File: src/rtl/csr_cmt.sv
// Commit-side CSR controller: performs CSR read/write, raises trap/ertn pulses, flushes and
// offers a redirect PC to fetch. Optional interrupt sampling under `CSR_CMT_INT_EN`.
module csr_cmt #(
    parameter logic [31:0] RESET_PC = 32'h1c000000
) (
    input  logic        clk,
    input  logic        resetn,
    input  logic        wb_valid,
    output logic        wb_ready,
    input  logic [2:0]  wb_op,
    input  logic [13:0] wb_csr_num,
    input  logic [31:0] wb_rj,
    input  logic [31:0] wb_rd,
    input  logic [31:0] wb_pc,
    input  logic [31:0] wb_vaddr,
    input  logic        wb_ex_req,
    input  logic [5:0]  wb_ecode_req,
    input  logic [8:0]  wb_esubcode_req,
    output logic        csr_re,
    output logic        csr_we,
    output logic [13:0] csr_num,
    output logic [31:0] csr_wmask,
    output logic [31:0] csr_wvalue,
    input  logic [31:0] csr_rvalue,
    output logic        wb_ex,
    output logic        ertn_flush,
    output logic [31:0] cmt_pc,
    output logic [31:0] cmt_vaddr,
    output logic [5:0]  cmt_ecode,
    output logic [8:0]  cmt_esubcode,
    input  logic        has_int,
    input  logic [31:0] ex_entry,
    input  logic [31:0] ertn_entry,
    output logic        rf_we,
    output logic [31:0] rf_wdata,
    output logic        flush,
    output logic        redirect_valid,
    output logic [31:0] redirect_pc,
    input  logic        redirect_ready
);

    typedef enum logic [2:0] {StIdle, StAcc, StTrap, StRet, StRedir} state_e;

    state_e      state_q;
    logic        ready_q;
    logic        csr_re_q, csr_we_q, rf_we_q, wb_ex_q, ertn_flush_q, flush_q;
    logic [13:0] csr_num_q;
    logic [31:0] csr_wmask_q, csr_wvalue_q;
    logic [31:0] cmt_pc_q, cmt_vaddr_q;
    logic [5:0]  cmt_ecode_q;
    logic [8:0]  cmt_esubcode_q;
    logic        redirect_valid_q;
    logic [31:0] redirect_pc_q;
    logic        int_q;

`ifdef CSR_CMT_INT_EN
    always_ff @(posedge clk or negedge resetn) begin
        if (!resetn) begin
            int_q <= 1'b0;
        end else if (state_q == StIdle) begin
            int_q <= has_int;
        end
    end
`else
    logic unused_has_int;
    assign int_q          = 1'b0;
    assign unused_has_int = has_int;
`endif

    always_ff @(posedge clk or negedge resetn) begin
        if (!resetn) begin
            state_q          <= StIdle;
            ready_q          <= 1'b0;
            csr_re_q         <= 1'b0;
            csr_we_q         <= 1'b0;
            rf_we_q          <= 1'b0;
            wb_ex_q          <= 1'b0;
            ertn_flush_q     <= 1'b0;
            flush_q          <= 1'b0;
            csr_num_q        <= 14'h0;
            csr_wmask_q      <= 32'h0;
            csr_wvalue_q     <= 32'h0;
            cmt_pc_q         <= 32'h0;
            cmt_vaddr_q      <= 32'h0;
            cmt_ecode_q      <= 6'h0;
            cmt_esubcode_q   <= 9'h0;
            redirect_valid_q <= 1'b0;
            redirect_pc_q    <= RESET_PC;
        end else begin
            // Pulses last exactly one cycle unless re-armed below.
            csr_re_q     <= 1'b0;
            csr_we_q     <= 1'b0;
            rf_we_q      <= 1'b0;
            wb_ex_q      <= 1'b0;
            ertn_flush_q <= 1'b0;
            flush_q      <= 1'b0;
            csr_wmask_q  <= 32'h0;
            csr_wvalue_q <= 32'h0;
            unique case (state_q)
                StIdle: begin
                    ready_q <= 1'b1;
                    if (wb_valid && ready_q) begin
                        csr_num_q <= wb_csr_num;
                        if (int_q || wb_ex_req) begin
                            state_q        <= StTrap;
                            ready_q        <= 1'b0;
                            wb_ex_q        <= 1'b1;
                            flush_q        <= 1'b1;
                            cmt_pc_q       <= wb_pc;
                            cmt_vaddr_q    <= wb_vaddr;
                            cmt_ecode_q    <= int_q ? 6'h00 : wb_ecode_req;
                            cmt_esubcode_q <= int_q ? 9'h000 : wb_esubcode_req;
                        end else begin
                            unique case (wb_op)
                                3'd1: begin
                                    state_q  <= StAcc;
                                    ready_q  <= 1'b0;
                                    csr_re_q <= 1'b1;
                                    rf_we_q  <= 1'b1;
                                end
                                3'd2, 3'd3: begin
                                    state_q       <= StAcc;
                                    ready_q       <= 1'b0;
                                    csr_re_q      <= 1'b1;
                                    rf_we_q       <= 1'b1;
                                    csr_we_q      <= 1'b1;
                                    flush_q       <= 1'b1;
                                    csr_wmask_q   <= (wb_op == 3'd2) ? 32'hffffffff : wb_rj;
                                    csr_wvalue_q  <= wb_rd;
                                    redirect_pc_q <= wb_pc + 32'd4;
                                end
                                3'd4: begin
                                    state_q      <= StRet;
                                    ready_q      <= 1'b0;
                                    ertn_flush_q <= 1'b1;
                                    flush_q      <= 1'b1;
                                end
                                default: ;
                            endcase
                        end
                    end
                end
                StAcc: begin
                    // A CSR write changes machine state, so refetch from pc+4.
                    state_q          <= flush_q ? StRedir : StIdle;
                    ready_q          <= !flush_q;
                    redirect_valid_q <= flush_q;
                end
                StTrap: begin
                    state_q          <= StRedir;
                    redirect_pc_q    <= ex_entry;
                    redirect_valid_q <= 1'b1;
                end
                StRet: begin
                    state_q          <= StRedir;
                    redirect_pc_q    <= ertn_entry;
                    redirect_valid_q <= 1'b1;
                end
                StRedir: begin
                    if (redirect_ready) begin
                        state_q          <= StIdle;
                        ready_q          <= 1'b1;
                        redirect_valid_q <= 1'b0;
                        redirect_pc_q    <= RESET_PC;
                    end
                end
                default: begin
                    state_q <= StIdle;
                end
            endcase
        end
    end

    assign wb_ready       = ready_q;
    assign csr_re         = csr_re_q;
    assign csr_we         = csr_we_q;
    assign csr_num        = csr_num_q;
    assign csr_wmask      = csr_wmask_q;
    assign csr_wvalue     = csr_wvalue_q;
    assign wb_ex          = wb_ex_q;
    assign ertn_flush     = ertn_flush_q;
    assign cmt_pc         = cmt_pc_q;
    assign cmt_vaddr      = cmt_vaddr_q;
    assign cmt_ecode      = cmt_ecode_q;
    assign cmt_esubcode   = cmt_esubcode_q;
    assign rf_we          = rf_we_q;
    assign rf_wdata       = rf_we_q ? csr_rvalue : 32'h0;
    assign flush          = flush_q;
    assign redirect_valid = redirect_valid_q;
    assign redirect_pc    = redirect_pc_q;

endmodule

File: config.mk
export PLATFORM = sky130hd
export DESIGN_NAME = csr_cmt
export DESIGN_NICKNAME = d
export VERILOG_FILES = /design/src/rtl/csr_cmt.sv
export SDC_FILE = /design/constraint.sdc
export NUM_CORES = 1
export LEC_CHECK = 0
export CAP_MARGIN = 40
export CORE_AREA = 2 2 194 196
export CTS_CLUSTER_DIAMETER = 80
export DETAILED_ROUTE_END_ITERATION = 10
export DIE_AREA = 0 0 196 198
export SLEW_MARGIN = 20
export SYNTH_ARGS = -nofsm -noshare
export SYNTH_HDL_FRONTEND = slang
export SYNTH_SLANG_ARGS = --single-unit
File: constraint.sdc
create_clock -name clk -period 4.35 [get_ports clk]
set_clock_uncertainty 0.2 [all_clocks]
set_input_delay 0.87 -clock clk [delete_from_list [all_inputs] [get_ports clk]]
set_output_delay 0.87 -clock clk [all_outputs]
set_load 0.005 [all_outputs]
---- Word-level counts from Yosys, hierarchy flattened ----
Cells that the tools add are included.
storage, ports and cells
  register bits after elaboration ......... 199
  bits in latches ......................... 0
  bits in writable memories ............... 0
  bits in read-only memories .............. 0
  input bits .............................. 262
  word-level logic and storage cells ...... 94
  memories ................................ 0
cells by class
  add/subtract/negate cells ............... 1
  multipliers ............................. 0
  divide/modulo/power cells ............... 0
  order comparisons ....................... 0
  eq/ne operators ......................... 13
  shifts and indexed selects .............. 0
  muxes and demuxes ....................... 47
  bitwise logic cells ..................... 0
  reduce and logical (&&, ||, !) cells .... 17
operators with widths
  kind                                                              number
  32-bit 2-to-1 mux                                                 14
  32-bit case mux with 4 select lines                               1
  32-bit by 3-bit adder with 32-bit output (second input constant)  1
  1-bit 2-to-1 mux                                                  24
  3-bit by 2-bit == test with 1-bit output (second input constant)  4
  3-bit 2-to-1 mux                                                  4
  3-bit case mux with 4 select lines                                1
  3-bit by 1-bit == test with 1-bit output (second input constant)  2
  3-bit == test (second input constant)                             2
  2-bit != test (second input constant)                             3
  1-bit case mux with 3 select lines                                2
  3-bit case mux with 2 select lines                                1
  2-bit AND reduction                                               3
  3-bit AND reduction                                               2
  3-bit nonzero test                                                2
  3-bit OR reduction                                                2
  5-bit AND reduction                                               1
  4-bit by 3-bit != test with 1-bit output (second input constant)  1
  4-bit nonzero test                                                1
  2-bit OR reduction                                                2
  4-bit OR reduction                                                1
  3-bit zero test                                                   1
  2-bit by 1-bit != test with 1-bit output (second input constant)  1
  1-bit logical AND                                                 1
  1-bit zero test                                                   1

---- Longest topological paths before layout ----
Gate-level depths: netlist of the first run.
  word-level depth ........................ 6
  gate-level depth with buffers ........... 9
  mapped depth without buffers ............ 6

---- Worst setup path after synthesis of the first run ----
OpenSTA, ideal clock, no wires.
  kind .................................... in2reg
  start ................................... in wb_ex_req
  end ..................................... reg redirect_pc_q[11] (netlist: redirect_pc[11])
  setup time .............................. 0.119 ns
  data arrival time ....................... 2.299 ns
  data required time ...................... 4.031 ns
  path slack .............................. 1.733 ns
  stages on the path ...................... 8
  path buffers ............................ 3
  path through ............................ clkbuf_1 > or4b_4 > nor4_4 > or2_1 > buf_6 > buf_8 > o221ai_1 > o21a_1
on the way
  longest elaborated chain between the ends .. 2
RTL lines
  what                           line  source
  start: declaration             16    input logic wb_ex_req,
  2-bit != test (no line)        -
  5-bit AND reduction (no line)  -
  end signal: assignment         130   redirect_pc_q <= wb_pc + 32'd4;
  end signal: assignment         151   redirect_pc_q <= ex_entry;
  end signal: assignment         156   redirect_pc_q <= ertn_entry;
  end: declaration               53    logic [31:0] redirect_pc_q;
No other way between the ends.
A chain may end at the register's enable or synchronous reset.

---- Worst setup path in the final report of the first run ----
  start ................................... reg rf_we_q (netlist: rf_we)
  end ..................................... out rf_wdata[23]
on the way
  longest elaborated chain between the ends .. 1
RTL lines
  what                      line  source
  start: declaration        46    logic csr_re_q, csr_we_q, rf_we_q, wb_ex_q, ertn_flush_q, flush_q;
  start signal: assignment  76    rf_we_q <= 1'b0;
  start signal: assignment  93    rf_we_q <= 1'b0;
  start signal: assignment  119   rf_we_q <= 1'b1;
  32-bit 2-to-1 mux         187   assign rf_wdata = rf_we_q ? csr_rvalue : 32'h0;
  end: declaration          35    output logic [31:0] rf_wdata,
No other way between the ends.

==> results of run 1 <==
[how the worst min path moves through the flow]
stage / startpoint / to / cells after the start
floorplan: csr_num[0] / csr_num[0] / 2
global placement: csr_num[8] / csr_num[8] / 2
detailed placement: csr_num[4] / csr_num[4] / 2
CTS: resetn / csr_num[9] / 1
global route: resetn / csr_num[9] / 1
finish: resetn / csr_num[9] / 1
[sequential cells by signal (all words and copies together) (netlist names)]
register,flops
csr_wvalue,32
ertn_flush,1
wb_ready,1
csr_wmask,32
state_q,3
wb_ex,1
cmt_vaddr,32
rf_we,1
redirect_valid,1
cmt_esubcode,9
csr_num,14
cmt_pc,32
flush,1
cmt_ecode,6
csr_we,1
redirect_pc,32
[worst reg2reg max path, delay by kind of cell, from the launching register on]
kind          cells  cell delay [ns]
buf+inv           1             0.36
flops             1             0.52
simple gates      4             1.60
[layout by cell type (no fill, tap or decap), types with 17 or more instances in the layout]
master	synthesis	routed
inv_1	35	34
clkbuf_16	0	17
o21ai_0	32	32
mux2_2	87	87
a21oi_1	49	49
nor2_1	23	23
and2_1	67	67
dfrtp_1	196	195
o221ai_1	17	17
nand2_1	74	73
clkdlybuf4s50_1	0	488
[Yosys cell counts (all sizes together) (7+ instances only)]
cell | n | area (um^2)
a21oi | 49 | 245.2
a31oi | 7 | 43.79
and2 | 67 | 419.2
buf | 28 | 183.9
clkbuf | 25 | 96.34
dfrtp | 196 | 4905
inv | 36 | 135.1
mux2 | 87 | 979.7
mux2i | 12 | 120.1
nand2 | 74 | 277.8
nand2b | 9 | 56.30
nand4 | 13 | 96.34
nor2 | 24 | 97.59
nor4 | 11 | 83.83
o21a | 15 | 112.6
o21ai | 33 | 165.2
o221ai | 17 | 148.9
xor2 | 8 | 70.07
[kinds of logic after synthesis]
logic type               count (synthesis)  share of synthesized area
AO/OA/AOI/OAI                          143                     0.1027
XOR/XNOR                                14                    0.01398
buffers and inverters                   89                    0.04735
flip-flops                             199                     0.5681
AND/OR/NAND/NOR                        228                     0.1411
multiplexers                            99                     0.1254
adder cells (fa/ha/maj)                  1                   0.001426
[stage by stage]
step                        util  hold WS [ns]  setup WS, ns
after CTS                 0.3991        0.2068         1.006
after detailed placement  0.3820        0.2657        0.7114
after global routing      0.3992        0.2282        0.9487
after floorplan                -        0.2697         1.733
after global placement    0.3820        0.2590        0.7398
final                     0.3993        0.2050         1.128
[where the power goes]
part	total, mW	leakage (nW)	switching (mW)	internal [mW]
Sequential	2.84	2.49	0.349	2.49
Clock	1.73	0.311	0.741	0.989
Combinational	3.21	3.29	1.27	1.94
[final cells by class]
cell class,count,area [um^2],share of cell area
Multi-Input combinational cell,485,3378,0.2289
Clock buffer,23,498.0,0.03375
Clock inverter,8,133.9,0.009073
Sequential cell,199,4985,0.3378
Inverter,36,135.1,0.009158
Timing Repair Buffer,501,5027,0.3407
Tap cell,474,593.1,0.04019
Antenna cell,2,5.005,0.0003392
[per-layer routing]
layer / track usage / vias to the layer above / routed length (um)
met5: 0 / - / 9
met3: 0.04957 / 25 / 2843
met1: 0.1936 / 3685 / 12810
met4: 0.05303 / 2 / 509
li1: - / 3622 / -
met2: 0.2909 / 365 / 16630
==> results.md, run 1 <==
- P per Cell Area: 527.1 nW/um^2
- Synthesis-to-finish area growth: 68.21%
- Cell Rows: 71
- Worst Setup SP: rf_we
- Drc violations: 0
- Ys async rst share: 1.000
- TritonCTS buffer count: 17
- Setup repair bufs after CTS: 0
- Share of post-route cells with drive strength above 1: 0.1142
- Crit. End Element: output pin
- Fin. Hold Viols: 0
- Setup TNS: 0 ns
- Cell count after placement: around 1700
- Highest fanout seen on the critical path: 34
- Vias/cell: 4.455
- Max Freq: 0.3104 GHz
- CP Depth: 2
- Fillers: around 3600
- Post-route cell area: 14760 um^2
- Max-cap violations: 0
- Ys Warns: 0
- CTS tree: yes
- Reg clk slew, reported paths: approximately 0.070 ns
- Area of the mapped netlist: around 8800 um^2
- Ys flop type: dfrtp_1
- Mean Syn Cell Area: 11.35 um^2
- Worst-Margin Slew: between 0.7 and 0.8 ns
- Netlist cell types: just over 50
- Peak supply drop: 0.2761 mV
- Synth Instances: a little under 800
- Vias in the first global route: approximately 7900
- Starting Density: 0.2374
- Pin count of the biggest net entering global routing: 80
- # H-tree levels: 4
- Critical Path Sink: rf_wdata[23]
- Die X-Extent: roughly 200 um
- Worst rel slew slack: 0.4778
- CP max-delay cell: dfrtp_1
- FF-to-FF Start: state_q[2]
- Post-synth EDFFs: 0
- Cell chosen for the clock root: clkbuf_16
- Reg2Reg Setup Slack: 1.62 ns
- Worst-skew pair later-pin latency: 0.44 ns
- Worst reg-to-reg path cell count: 5
- Final Max Tran Viols: 0
- Hpwl dp: between 20 and 30 mm
- CP Class: flop to output pin
- Critical path arrival: 2.15 ns
- First-pass GRT wire length: ~48 mm
- I/O pin cnt: 491
- Leak pwr: 6.094 nW
- Gr usage total: 0.1655
- Initial antenna violation count: 3
- DRT Wirelength: between 30 and 40 mm
- Tcrit/Tclk final: 0.7407
- # port buffers: 489
- Tot Pwr: between 7 and 8 mW
- Die Area: 38810 um^2
- Antenna violation net count after detailed routing: 0
- Minimum clock period: about 3.2 ns
- CP top delay family: flip-flops
- Data required, critical path: 3.28 ns
- DR vias: roughly 7700
- Seq cells post-synth: 199
- Post-synthesis sequential area ratio: 0.5681
- Drt pass-1 iters: 4
- RR Endpoint: csr_wvalue[0]
- RSZ-0062 raised after global routing: no
- Die H: between 150 and 200 um
- Hold buffer count at CTS: 0
- Syn_nets: 1036
- Final Non-Filler Cells: about 1700
- Initial DRC count: 306
- Post-DP Area: 14120 um^2
- Routability Congestion: between 0.8 and 0.9
- Critical path's largest stage delay: around 0.85 ns
- Buf+Inv Stages, Crit Path: 1
- Critical Path Source Type: flop
- Status: complete, no violations
- Gr ovfl total: 0
- WL/cell: 18.98 um
- Clk buf depth: 2
- # setup viols final: 0
- Sink Count: 199
- Worst path cell trace: and2_1, clkdlybuf4s50_1
- CTS resizes: 0
- Final nets: roughly 1500
- CORE AREA: 36960 um^2
- Worst Hold Class: input pin to async pin
(Power assumes the default switching activity.)
==> run 2, diff against run 1 <==
Clock period 4.35 ns to 3.1 ns, I/O delays scaled along.
==> run 2 against run 1 <==
  * Die area unchanged
  * First-iteration DRC count up 23%
  * Largest cell class unchanged
  * Critical endpoint is now redirect_pc[31]
  * Non-clock buffer count up 43
  * Global-route usage is 0.16 points higher
  * Critical path type is now input pin to flop
  * Highest routed layer unchanged
==> results.md, run 2 (synthesized netlist as in run 1, its figures left out) <==
- Tcrit/Tclk final: 0.8985
- RSZ-0062 raised after global routing: no
- P per Cell Area: approximately 720 nW/um^2
- Synthesis-to-finish area growth: 71.42%
- Fillers: 3615
- Top Metal Used: met5
- WL met2: 16.35 mm
- Peak supply drop: 0.4860 mV
- CTS resizes: 0
- Antenna violation net count after detailed routing: 0
- Sink Count: 199
- Critical Path Source Type: input pin
- Int Pwr: 7.493 mW
- TritonCTS buffer count: 17
- Hpwl dp: 25.69 mm
- Tot Pwr: 10.80 mW
- Share of post-route cells with drive strength above 1: 0.1422
- CORE AREA: 36960 um^2
- Max-cap violations: 0
- Drc violations: 0
- Buf+Inv Stages, Crit Path: 2
- Critical path arrival: 2.89 ns
- Critical path's largest stage delay: about 0.61 ns
- Status: complete, no violations
- Vias/cell: 4.444
- Gr usage total: 0.1671
- Pin count of the biggest net entering global routing: 66
- Hold buffer count at CTS: 1
- Gate power share: 0.427
- CP max-delay cell: clkdlybuf4s50_1
- # H-tree levels: 4
- Worst Hold Class: flop to flop
- Minimum clock period: 2.785 ns
- Clk buf depth: 2
- DR vias: 7861
- Setup TNS: 0 ns
- Cell chosen for the clock root: clkbuf_16
- Worst-Margin Slew: 0.6793 ns
- Setup repair bufs after CTS: 0
- Die Area: between 30000 and 40000 um^2
- Die H: 198 um
- # port buffers: 489
- Initial DRC count: 376
- CP Class: input pin to flop
- Fin. Hold Viols: 0
- Leak pwr: 6.276 nW
- Routability Congestion: 0.8470
- Net Sw Power: 3.307 mW
- Sequential Power Share: 0.369
- Crit. End Element: flop
- Post-DP Area: 14460 um^2
- # setup viols final: 0
- WL/cell: approximately 19 um
- Clock share of power: 0.203
- Gr ovfl total: 0
- Worst rel slew slack: 0.5455
- Die X-Extent: 196 um
- Commonest non-fill, non-tap cells in the layout: clkdlybuf4s50_1 (488), dfrtp_1 (195), mux2_2 (87)
- I/O pin cnt: 491
- Cell Rows: a little over 70
- Worst-skew pair later-pin latency: about 0.44 ns
- Worst path cell trace: clkdlybuf4s50_1, and4_1, nand3_1, nor4_1, buf_4, xnor2_1, a22oi_1
- Drt pass-1 iters: 5
- CTS tree: yes
- Routed wl met3: 3.050 mm
- Commonest non-fill, non-tap cell in the layout: clkdlybuf4s50_1
- CP top delay family: simple AND/OR/NAND/NOR gates
- Vias in the first global route: 7983
- Post-route cell area: 15040 um^2
- First-pass GRT wire length: 48.52 mm
- Highest fanout seen on the critical path: 5
- Met1 wire length: 13.03 mm
- Data required, critical path: roughly 3.2 ns
- Final Max Tran Viols: 0
- Reg clk slew, reported paths: around 0.070 ns
- Initial antenna violation count: 2
- Final nets: 1546
- Max Freq: 0.3590 GHz
- DRT Wirelength: 33.03 mm
- Sw Share: 0.3062
- Starting Density: 0.2374
## run 2: changes by cell type in the layout (fill, tap and decap cells not counted), sizes merged
cell / before / now
bufinv: 3 / 1
diode: 2 / 1
buf: 13 / 55
inv: 39 / 37
clkbuf: 23 / 21
clkinv: 2 / 6
clkinvlp: 0 / 1
dlygate4sd3: 0 / 1
## run 2: cell type report
class | count | area, um^2 | share of cell area
flip-flops and latches | 199 | 4985 | 0.3315
repair buffers | 544 | 5378 | 0.3576
inverters | 36 | 135.1 | 0.008987
clock inverters | 9 | 95.09 | 0.006324
well taps | 474 | 593.1 | 0.03944
diodes | 1 | 2.502 | 0.0001664
clock buffers | 21 | 470.5 | 0.03129
multi-input cells | 485 | 3378 | 0.2247
## run 2: tightest hold or removal path, cell delays in order (launching register included)
cell     delay [ns]
dfrtp_1        0.34
nand2_1        0.05
nand2_1        0.06
## run 2: path summary, 6_finish.rpt
check / startpoint / to / slack [ns] / depth (start not counted)
setup / recovery: wb_pc[2] / redirect_pc[31] / 0.31 / 7
hold / removal: csr_num[8] / csr_num[8] / 0.28 / 2
min in group asynchronous: resetn / cmt_vaddr[13] / 0.48 / 2
max in group asynchronous: resetn / cmt_vaddr[7] / 1.41 / 3
hold reg to reg: csr_num[8] / csr_num[8] / 0.28 / 2
setup reg to reg: state_q[2] / redirect_pc[31] / 0.64 / 6
## run 2: routing by layer
| metal | vias up | global-route usage |
|---|---|---|
| met5 | - | 0 |
| met1 | 3765 | 0.1934 |
| met2 | 370 | 0.2881 |
| met4 | 2 | 0.05836 |
| met3 | 28 | 0.05740 |
| li1 | 3696 | - |
## run 2: metrics by stage
stage | util | hold WS, ns | std cells | worst slack, ns
final | 0.4069 | 0.2783 | 1769 | 0.3148
after global routing | 0.4068 | 0.3076 | 1768 | 0.1263
after CTS | 0.4068 | 0.2804 | 1768 | 0.2175
after detailed placement | 0.3913 | 0.2617 | 1737 | -0.1602
after global placement | 0.3913 | 0.2582 | 1737 | -0.1310
after floorplan | - | 0.1244 | 773 | 0.7326
## run 2: power groups by stage
stage | combinational [mW] | sequential, mW | clock, mW
2_1_floorplan | 1.74 | 4.04 | 0
3_3_place_gp | 4.67 | 4.01 | 0
3_5_place_dp | 4.69 | 4.05 | 0
4_1_cts | 4.71 | 4.01 | 2.30
5_1_grt | 4.98 | 4.12 | 2.39
6_report | 4.62 | 3.99 | 2.19
